`src/rtl/adder_pkg.sv`:
```
// Shared types and sizing helpers for the digit-serial adder.
package adder_pkg;

    typedef enum logic [1:0] {
        IDLE,
        RUN,
        DONE
    } state_t;

    function automatic int ndig(input int width, input int digit);
        return width / digit;
    endfunction

    // Never below one bit, so a single-digit build still has a legal counter.
    function automatic int cnt_w(input int n);
        return (n > 1) ? $clog2(n) : 1;
    endfunction

endpackage

```
`src/rtl/fa_digit.sv`:
```
// Combinational DIGIT-bit ripple-carry adder slice.
module fa_digit #(
    parameter int DIGIT = 4
) (
    input  logic [DIGIT-1:0] i_a,
    input  logic [DIGIT-1:0] i_b,
    input  logic             i_c,
    output logic [DIGIT-1:0] o_s,
    output logic             o_c
);

    logic [DIGIT:0] cy;

    assign cy[0] = i_c;

    for (genvar i = 0; i < DIGIT; i++) begin : g_bit
        assign o_s[i]  = i_a[i] ^ i_b[i] ^ cy[i];
        assign cy[i+1] = (i_a[i] & i_b[i]) | (cy[i] & (i_a[i] ^ i_b[i]));
    end

    assign o_c = cy[DIGIT];

endmodule

```
`src/rtl/adder_serial.sv`:
```
// Digit-serial WIDTH-bit adder behind valid/ready handshakes.
// Define ADDER_SERIAL_SUB_EN to add the i_sub subtract-select port.
module adder_serial
    import adder_pkg::*;
#(
    parameter int WIDTH = 32,
    parameter int DIGIT = 4
) (
    input  logic             i_clk,
    input  logic             i_rst,
`ifdef ADDER_SERIAL_SUB_EN
    input  logic             i_sub,
`endif
    input  logic             i_valid,
    output logic             o_ready,
    input  logic [WIDTH-1:0] i_a,
    input  logic [WIDTH-1:0] i_b,
    input  logic             i_c,
    output logic             o_valid,
    input  logic             i_ready,
    output logic [WIDTH-1:0] o_s,
    output logic             o_c
);

    localparam int NDIG = ndig(WIDTH, DIGIT);
    localparam int CW   = cnt_w(NDIG);
    localparam logic [CW-1:0] LAST = CW'(NDIG - 1);

    state_t           state;
    state_t           state_nx;
    logic             rst_done;
    logic             sub_sel;
    logic             accept;
    logic             last;
    logic [WIDTH-1:0] a_q;
    logic [WIDTH-1:0] b_q;
    logic             carry_q;
    logic [CW-1:0]    cnt;
    logic [DIGIT-1:0] dig_a;
    logic [DIGIT-1:0] dig_b;
    logic [DIGIT-1:0] dig_s;
    logic             dig_c;

`ifdef ADDER_SERIAL_SUB_EN
    assign sub_sel = i_sub;
`else
    assign sub_sel = 1'b0;
`endif

    assign accept = i_valid && o_ready;
    assign last   = (cnt == LAST);
    assign dig_a  = a_q[int'(cnt)*DIGIT +: DIGIT];
    assign dig_b  = b_q[int'(cnt)*DIGIT +: DIGIT];

    fa_digit #(
        .DIGIT(DIGIT)
    ) u_fa (
        .i_a(dig_a),
        .i_b(dig_b),
        .i_c(carry_q),
        .o_s(dig_s),
        .o_c(dig_c)
    );

    always_ff @(posedge i_clk) begin
        if (i_rst) begin
            state <= IDLE;
        end else begin
            state <= state_nx;
        end
    end

    always_comb begin
        state_nx = state;
        case (state)
            IDLE:    if (accept) state_nx = RUN;
            RUN:     if (last) state_nx = DONE;
            DONE:    if (i_ready) state_nx = IDLE;
            default: state_nx = IDLE;
        endcase
    end

    always_comb begin
        o_ready = (state == IDLE) && rst_done;
        o_valid = (state == DONE);
    end

    // Holds o_ready low for the cycle right after a reset edge.
    always_ff @(posedge i_clk) begin
        if (i_rst) begin
            rst_done <= 1'b0;
        end else begin
            rst_done <= 1'b1;
        end
    end

    // Subtract folds into the adder by inverting B and the carry-in once at accept.
    always_ff @(posedge i_clk) begin
        if (i_rst) begin
            a_q     <= '0;
            b_q     <= '0;
            carry_q <= 1'b0;
            cnt     <= '0;
            o_s     <= '0;
            o_c     <= 1'b0;
        end else if (accept) begin
            a_q     <= i_a;
            b_q     <= i_b ^ {WIDTH{sub_sel}};
            carry_q <= i_c ^ sub_sel;
            cnt     <= '0;
            o_s     <= '0;
            o_c     <= 1'b0;
        end else if (state == RUN) begin
            o_s[int'(cnt)*DIGIT +: DIGIT] <= dig_s;
            carry_q <= dig_c;
            if (last) begin
                o_c <= dig_c;
                cnt <= '0;
            end else begin
                cnt <= cnt + 1'b1;
            end
        end
    end

endmodule

```
`config.mk`:
```
export PLATFORM = sky130hd
export DESIGN_NAME = adder_serial
export DESIGN_NICKNAME = d
export VERILOG_FILES = /design/src/rtl/adder_pkg.sv /design/src/rtl/fa_digit.sv /design/src/rtl/adder_serial.sv
export SDC_FILE = /design/constraint.sdc
export NUM_CORES = 1
export LEC_CHECK = 0
export ABC_AREA = 1
export CAP_MARGIN = 10
export CORE_MARGIN = 4
export CORE_UTILIZATION = 46
export CTS_CLUSTER_SIZE = 8
export DETAILED_ROUTE_END_ITERATION = 12
export PLACE_DENSITY = 0.76
export SLEW_MARGIN = 0
export SYNTH_ARGS = -nofsm -noshare
export SYNTH_HDL_FRONTEND = slang
export SYNTH_HIERARCHICAL = 1
export SYNTH_SLANG_ARGS = --single-unit
```
`constraint.sdc`:
```
create_clock -name i_clk -period 3.25 [get_ports i_clk]
set_clock_uncertainty 0.2 [all_clocks]
set_input_delay 0.65 -clock i_clk [delete_from_list [all_inputs] [get_ports i_clk]]
set_output_delay 0.65 -clock i_clk [all_outputs]
set_load 0.01 [all_outputs]
```
==> run_results.csv <==
group,metric,value,unit
run_status,outcome,"finished, violations left",
run_status,failed_checks,"negative setup slack",
pwr,internal_power,1.826,mW
finish,syn_to_final_growth,27.81,%
sta,finalHoldViolCount,0,
worst_setup_path,end_kind,"flip-flop",
drt,wire_per_inst,14.14,µm
drt,drt_pass1_iterations,5,
sta,tightest_slew,862.4,ps
pwr,p_clk_share,29.8,%
sta,grt_setup_unrepaired,"yes",
worst_setup_path,rrSetupSlack,-4,ps
clocking,clock_latency,380,ps
worst_setup_path,cp-startpoint,"cnt[0]",
worst_setup_path,cp_cell_sequence,"buf_16 > o211ai_1 > nand2_1 > nand2_2 > nand2_2 > fa_2 > inv_2 > fa_2 > inv_2 > fa_2 > inv_2 > fa_1 > inv_2 > nand4_1 > nand3_1 > nand2_1 > nor2_1",
placed_design,dpl.cell_count,903,
drt,vias,4862,
drt,drt_iter0_drc,371,
synthesis,syn_area,4985,µm²
clocking,path_clk_slew,110,ps
worst_setup_path,cp_max_fo,7,
synthesis,ys_seq_area_share,41.77,%
worst_setup_path,r2r-start,"cnt[0]",
clocking,cts_buffer_depth,2,
synthesis,ys.warnings.count,6,
worst_setup_path,reg2reg_to,"o_s[7]",
synthesis,synth_edf_count,0,
pwr,switchingPower,0.7755,mW
grt,antenna_found_initial,0,
sta,setup_violations,1,
worst_setup_path,critPathTopFamily,"adder cells",
finish,multiInputGateArea,2407,µm²
pwr,seqPwrFrac,52.1,%
synthesis,synth_top_flop_cell,"dfxtp_1",
finish,fillers,984,
sta,finalCriticalPeriod,3254,ps
worst_setup_path,worst-path-stages,17,
sta,relSlewSlack,42.36,%
finish,antenna-diode-count,0,
grt,grt_pass1_wl,21.64,mm
synthesis,async_flop_share,0,%
drt,vias_per_cell,5.256,
sta,period_share,100.1,%
floorplan,io_pins,104,
floorplan,row_count,37,
pwr,power_density,408.3,nW/µm²
drt,ant_nets,0,
placed_design,portBuffers,103,
synthesis,synth_cells,690,
finish,layout.nets,864,
finish,seq_area,2087,µm²
worst_setup_path,crit_type,"reg -> reg",
sta,drv_slew,0,
sta,fmax,307.3,MHz
min_path,hold_path.class,"reg -> reg",
clocking,cts-root-buf,"clkbuf_8",
synthesis,synth.distinct_cells,26,
floorplan,die_area,12570,µm²
worst_setup_path,worst-path-buf-inv,5,
placed_design,dp_hpwl,9.864,mm
floorplan,core_area,10460,µm²
clocking,cts_tree,"yes",
grt,grt_pass1_vias,4591,
synthesis,synth_fp_nets,770,
placed_design,place_congestion,0.8801,
worst_setup_path,worstPathRequired,3370,ps
floorplan,chipWidth,112.1,µm
pwr,leakagePower,2.439,nW
worst_setup_path,cp_common_cell,"inv_2",
worst_setup_path,cp_slowest_cell,"fa_1",
sta,layout_setup_ws,-4.146,ps
grt,grt_use_total,20.68,%
worst_setup_path,max_stage_delay,440,ps
pwr,ir_worst_vdd,0.2092,mV
clocking,numCtsBuffers,9,
sta,finalSetupTns,-4.146,ps
drt,wl,13.08,mm
pwr,combPwrFrac,18.0,%
floorplan,fp.dieH,112.1,µm
drt,drc,0,
run,cap_violations,0,
worst_setup_path,reg2reg_depth,17,
synthesis,synth-seq-cells,104,
worst_setup_path,endpoint,"o_s[7]",
grt,grt-ovfl-total,0,
clocking,hold_buffers,0,
pwr,switching_share,29.82,%
synthesis,synth_area_per_cell,7.224,µm²
worst_setup_path,worstPathArrival,3370,ps
floorplan,initial_core_util,47.64,%
finish,fin_cells,925,
clocking,numClockSinks,104,
worst_setup_path,worst_setup_path_start_kind,"flip-flop",
finish,final_layout_size_suffix_gt1_share,9.506,%
grt,grt_max_degree,48,
clocking,htree_levels,3,
[registers in the layout, indices dropped and copies added (netlist names)]
register and count:
carry_q 1, rst_done 1, o_s 32, cnt 3, a_q 32, state 2, o_c 1, b_q 32
[logic make-up (layout without fill, tap and decap cells)]
kind of cell    Yosys count  in the layout  share of synthesized area [%]
simple gates            300            300                          26.86
compound gates          164            164                          17.67
buf+inv                 111            210                          10.34
fa+ha+maj                11             11                          3.363
flops                   104            104                          41.77
[timing repair]
action,in CTS,in global routing
endpoints found under the setup margin,4,8
pin swaps,7,16
gates cloned,1,1
setup buffers,0,4
resized for setup,9,9
[per-stage QoR]
step	util, %	power (mW)	hold WS (ps)	setup slack [ps]	cell area (µm²)
floorplan	-	1.664	229.2	25.13	4997
global placement	58.08	1.815	243.6	37.22	6077
detailed placement	58.08	1.826	246.4	-33.42	6077
CTS	60.32	2.597	262.9	7.034	6311
global route	60.89	2.726	278.0	-143.0	6371
finish	60.89	2.601	263.2	-4.146	6371
[routing by layer]
layer	part of all wire, %	vias to the layer above	wire [µm]	global-route usage [%]
met4	1.6	0	206	6.571
met5	0	-	0	0
met3	6.1	19	793	3.720
met1	44	2258	5773	27.90
met2	48	146	6303	33.73
li1	-	2439	-	-
[power by group through the flow]
stage / Combinational (mW) / Clock [mW] / Sequential (mW)
after detailed placement: 0.442 / 0 / 1.38
after floorplan: 0.288 / 0 / 1.38
final: 0.469 / 0.776 / 1.36
after CTS: 0.454 / 0.789 / 1.35
after global routing: 0.523 / 0.842 / 1.36
after global placement: 0.433 / 0 / 1.38
[layout make-up]
class	count	area share [%]
multi-input combinational	475	37.78
sequential	104	32.76
timing repair buffer	128	19.91
inverter	66	3.928
tap	136	2.671
clock buffer	9	1.944
clock inverter	7	1.002
[placed cells by master, fill, tap and decap left out, drive strengths merged]
cell type / instances
nand2: 151
dfxtp: 104
clkdlybuf4s50: 103
a21oi: 95
nand3: 71
nor2: 71
inv: 69
o21ai: 45
o211ai: 24
buf: 24
clkbuf: 10
ha: 7
nand4: 4
fa: 4
and2: 2
clkinv: 2
clkinvlp: 2
nor3: 1
[cells in the mapped netlist (all sizes together), types with 2 or more instances]
library cell  number  area [µm²]
fa                 4       80.08
dfxtp            104        2082
nand4              4       25.02
buf               32       216.5
nor2              71       356.6
a21oi             95       475.5
clkbuf            13       48.80
inv               66       250.2
o21ai             45       225.2
ha                 7       87.58
o211ai            24       180.2
nand3             71       360.3
nand2            151       579.3
and2               2       12.51
[worst min-delay path by stage]
stage	startpoint	to	slack [ps]	cells past startpoint
floorplan	a_q[28]	a_q[28]	230	2
global placement	b_q[21]	b_q[21]	240	2
detailed placement	b_q[29]	b_q[29]	250	2
CTS	b_q[29]	b_q[29]	260	2
global route	b_q[29]	b_q[29]	280	2
finish	b_q[29]	b_q[29]	260	2
[tightest hold or removal path: cells and delay by family, from the launching register on]
family          cells  cell delay [ps]
compound gates      1               60
flops               1              310
buf+inv             1               60
Note: power is estimated with default switching activity, not from simulation.
